**src/rtl/serial_adder_ctrl.sv**
```systemverilog
// serial_adder_ctrl: bit-serial adder controller feeding an external 1-bit full adder, LSB first.
// Defining SERIAL_ADD_OVF_EN adds the registered signed-overflow output ovf.
module serial_adder_ctrl #(
  parameter int WIDTH = 8
) (
  input  logic             clk,
  input  logic             rst_n,
  input  logic             start,
  input  logic [WIDTH-1:0] a_in,
  input  logic [WIDTH-1:0] b_in,
  input  logic             c_in0,
  output logic             fa_a,
  output logic             fa_b,
  output logic             fa_cin,
  input  logic             fa_s,
  input  logic             fa_cout,
  output logic             busy,
  output logic             done,
  output logic [WIDTH-1:0] sum,
  output logic             c_out
`ifdef SERIAL_ADD_OVF_EN
  ,
  output logic             ovf
`endif
);
  localparam int CW = $clog2(WIDTH);
  typedef enum logic [1:0] {IDLE, SHIFT, DONE} state_t;
  state_t state;
  logic [WIDTH-1:0] a_sh, b_sh, sum_sh;
  logic carry_q;
  logic [CW-1:0] cnt;
  logic last;
  assign last = cnt == CW'(WIDTH - 1);
  assign fa_a = a_sh[0];
  assign fa_b = b_sh[0];
  assign fa_cin = carry_q;
  assign busy = state == SHIFT;
  assign done = state == DONE;
  always_ff @(posedge clk or negedge rst_n)
    if (!rst_n) begin
      state <= IDLE;
      a_sh <= '0;
      b_sh <= '0;
      sum_sh <= '0;
      carry_q <= 1'b0;
      cnt <= '0;
      sum <= '0;
      c_out <= 1'b0;
`ifdef SERIAL_ADD_OVF_EN
      ovf <= 1'b0;
`endif
    end else
      case (state)
        IDLE:
          if (start) begin
            a_sh <= a_in;
            b_sh <= b_in;
            carry_q <= c_in0;
            cnt <= '0;
            state <= SHIFT;
          end
        SHIFT: begin
          sum_sh <= {fa_s, sum_sh[WIDTH-1:1]};
          carry_q <= fa_cout;
          a_sh <= a_sh >> 1;
          b_sh <= b_sh >> 1;
          cnt <= cnt + CW'(1);
          if (last) begin
            sum <= {fa_s, sum_sh[WIDTH-1:1]};
            c_out <= fa_cout;
`ifdef SERIAL_ADD_OVF_EN
            // carry into the MSB differs from carry out of it
            ovf <= carry_q ^ fa_cout;
`endif
            state <= DONE;
          end
        end
        default: state <= IDLE;
      endcase
endmodule

```
**config.mk**
```make
export PLATFORM = sky130hd
export DESIGN_NAME = serial_adder_ctrl
export DESIGN_NICKNAME = d
export VERILOG_FILES = /design/src/rtl/serial_adder_ctrl.sv
export SDC_FILE = /design/constraint.sdc
export NUM_CORES = 1
export LEC_CHECK = 0
export ABC_AREA = 1
export CORE_MARGIN = 10
export CORE_UTILIZATION = 46
export CTS_BUF_LIST = sky130_fd_sc_hd__clkbuf_8 sky130_fd_sc_hd__clkbuf_16
export CTS_CLUSTER_DIAMETER = 200
export DETAILED_ROUTE_END_ITERATION = 10
export PLACE_DENSITY = 0.72
export SLEW_MARGIN = 20
export SYNTH_ARGS = -nofsm -noshare
export SYNTH_HDL_FRONTEND = slang
export SYNTH_SLANG_ARGS = --single-unit
```
**constraint.sdc**
```tcl
create_clock -name clk -period 1.4 [get_ports clk]
set_clock_uncertainty 0.15 [all_clocks]
set_input_delay 0.28 -clock clk [delete_from_list [all_inputs] [get_ports clk]]
set_output_delay 0.28 -clock clk [all_outputs]
set_load 0.01 [all_outputs]
```
==> metrics.txt <==
DR WL met3 297 um; largest area contributor in the netlist dfrtp_1; Crit path required time just under 1 ns; DIE HEIGHT 83.1 um; crit end category output pin; most common cell in the synthesized netlist nand2_1; WL met2 1.99 mm; TritonCTS clock tree done; die area between 0.006 and 0.007 mm2; peak supply drop 1.16 mV; die width 83.1 um; initial antenna violation count 0; via count 1530; CP arrival about 1.0 ns; failing checks negative setup slack; # rows 22; leak pwr 0.00136 uW; Tot Pwr 5300 uW; ys async rst share 1.00; Syn Inst Count 221; Mean Syn Cell Area 8.28 um2; Routed WL 4.23 mm; Total GRT Usage 0.123; Fin Setup TNS -0.110 ns; Area Growth Syn to Fin 41.3%; RSZ-0062 raised after global routing true; Detailed Routing Iterations Pass 1 4; post-route setup slack -0.0568 ns; Warnings, synthesis 0; max-cap violations 0; metal1 wirelength between 1.5 and 2 mm; crit start category flip-flop; P per Cell Area 2050 mW/mm2; H-tree Lvls 2; number of global-route vias before repair 1581; GRT Residual Overflow 0; Initial DRC Count 56; fin cells 326; Clock power frac 0.128; part of the cycle the worst path needs 1.04; Seq/Total Area, Yosys 0.520; Max Fclk 0.686 GHz; Final GP Congestion 0.739; synthesized flop and latch total 38; core area 0.00374 mm2; top_reg_cell synth dfrtp_1; min Tclk post-route 1.46 ns; antenna viol nets, final 0; synthesized cell area between 0.0015 and 0.002 mm2; Clock Sinks 38; TritonCTS Buffers 5; syn_nets 245; DP Wirelength 2.87 mm; EDFF count, synth 0; fin. max-slew vios 0; Slew @ Worst Pin about 0.25 ns; clk buf depth 2; CTS Root Cell clkbuf_8; Placed Cells 310; port bufs 35; Net Sw Frac 0.379; Nets ~300; critical path class flip-flop to output pin; commonest cells in the netlist nand2_1, inv_1, dfrtp_1; Inserted Diodes 0; Starting Density 0.489; WL/cell 13.0 um; Final Hold Viols 0; clk slew on worst S/H paths ~0.07 ns; largest net degree at the start of global routing 39; hold crit path type flip-flop to flip-flop; Crit Path Max Fanout 2; io pins 36; synth top area cells dfrtp_1, nand2_1, nand3_1, inv_1, o21ai_2; power share of the combinational group 0.518; post-synth top area share 0.520; sequential power share 0.353; first-pass GRT wire length 7.17 mm; Synth cell types 17; hold slack 0.316 ns; Final setup violation count 3; share of cells above drive strength 1 0.183; Rel. slew slack 0.834; latest clock arrival within the worst-skew pair 0.29 ns; Int Power 3290 uW; DR top layer met4; status finished with violations; net switching power 2010 uW; DRC viols 0; drt via density 4.69
## kinds of logic (layout without fill, tap and decap cells)
logic type	count (synthesis)	in the layout	synth area share
AO/OA/AOI/OAI	20	20	0.0793
buffers and inverters	52	109	0.131
flip-flops	38	38	0.520
AND/OR/NAND/NOR	109	109	0.256
adder cells (fa/ha/maj)	2	2	0.0137
## layout by cell type, fill, tap and decap left out
master,netlist,routed
dfrtp_1,38,38
ha_2,0,1
nand2_2,2,1
buf_8,0,2
nor2_4,1,2
buf_2,4,1
inv_4,1,1
nand3_1,31,31
o21ai_0,10,8
a21oi_2,1,1
nand2_1,72,71
o21ai_1,0,2
inv_1,41,43
buf_12,0,6
clkbuf_2,0,1
dlygate4sd3_1,0,1
clkdlybuf4s15_1,0,11
nand2_4,1,1
nand2_8,0,2
nor2_1,2,1
ha_1,2,1
buf_4,0,10
clkbuf_8,0,5
clkdlybuf4s50_1,0,20
o21ai_2,8,8
clkbuf_16,0,1
buf_6,5,7
o21ai_4,1,1
## critical path, stage by stage (launching register included)
cell and delay, ns:
dfrtp_1 0.40, buf_4 0.15, inv_4 0.05, nor2_4 0.03, buf_6 0.11
## path summary, 6_finish.rpt
path | from | to | slack [ns] | cells past startpoint
min reg2reg | sum_sh[1] | sum[0] | 0.32 | 2
min | sum_sh[1] | sum[0] | 0.32 | 2
max reg2reg | state[1] | a_sh[6] | 0 | 7
max | state[0] | busy | -0.06 | 4
min in group asynchronous | rst_n | b_sh[6] | 0.34 | 3
max in group asynchronous | rst_n | sum_sh[5] | 0.56 | 3
## area by class of cell
class                   count  area (um2)
repair buffers             60         659
well taps                  48        60.1
multi-input cells         131         678
clock inverters             2        7.51
inverters                  42         160
clock buffers               5        68.8
flip-flops and latches     38         951
fillers                   323        1160
## registers in the layout (all words and copies together), names as in the netlist
signal  flops
c_out       1
a_sh        8
sum         8
sum_sh      7
cnt         3
state       2
fa_cin      1
b_sh        8
## repair_timing
item                                    4_1_cts  5_1_grt
gates resized for setup                      32       26
endpoints found under the setup margin       38       44
pin swaps                                     0        2
hold endpoints to repair                     38        0
buffers inserted                              6        1
hold buffers                                  1        0
cloned                                        0        1
## power groups by stage
stage	registers, uW	clock network (uW)	logic [uW]
3_5_place_dp	1890	0	2470
3_3_place_gp	1880	0	2390
4_1_cts	1870	713	2520
2_1_floorplan	1910	0	1440
5_1_grt	1930	751	3110
6_report	1870	680	2740
## stage by stage
stage | setup WS, ns | utilization | instance area [um2]
2_1_floorplan | 0.0144 | - | 1830
3_3_place_gp | -0.157 | 0.624 | 2340
3_5_place_dp | -0.186 | 0.624 | 2340
4_1_cts | -0.128 | 0.662 | 2480
5_1_grt | -0.0915 | 0.691 | 2580
6_report | -0.0568 | 0.691 | 2580
## routing by layer
metal / vias up / GRT usage
li1: 782 / -
met1: 699 / 0.147
met2: 43 / 0.190
met3: 6 / 0.0488
met4: 0 / 0.0508
met5: - / 0
Power figures use the tool's default switching activity.
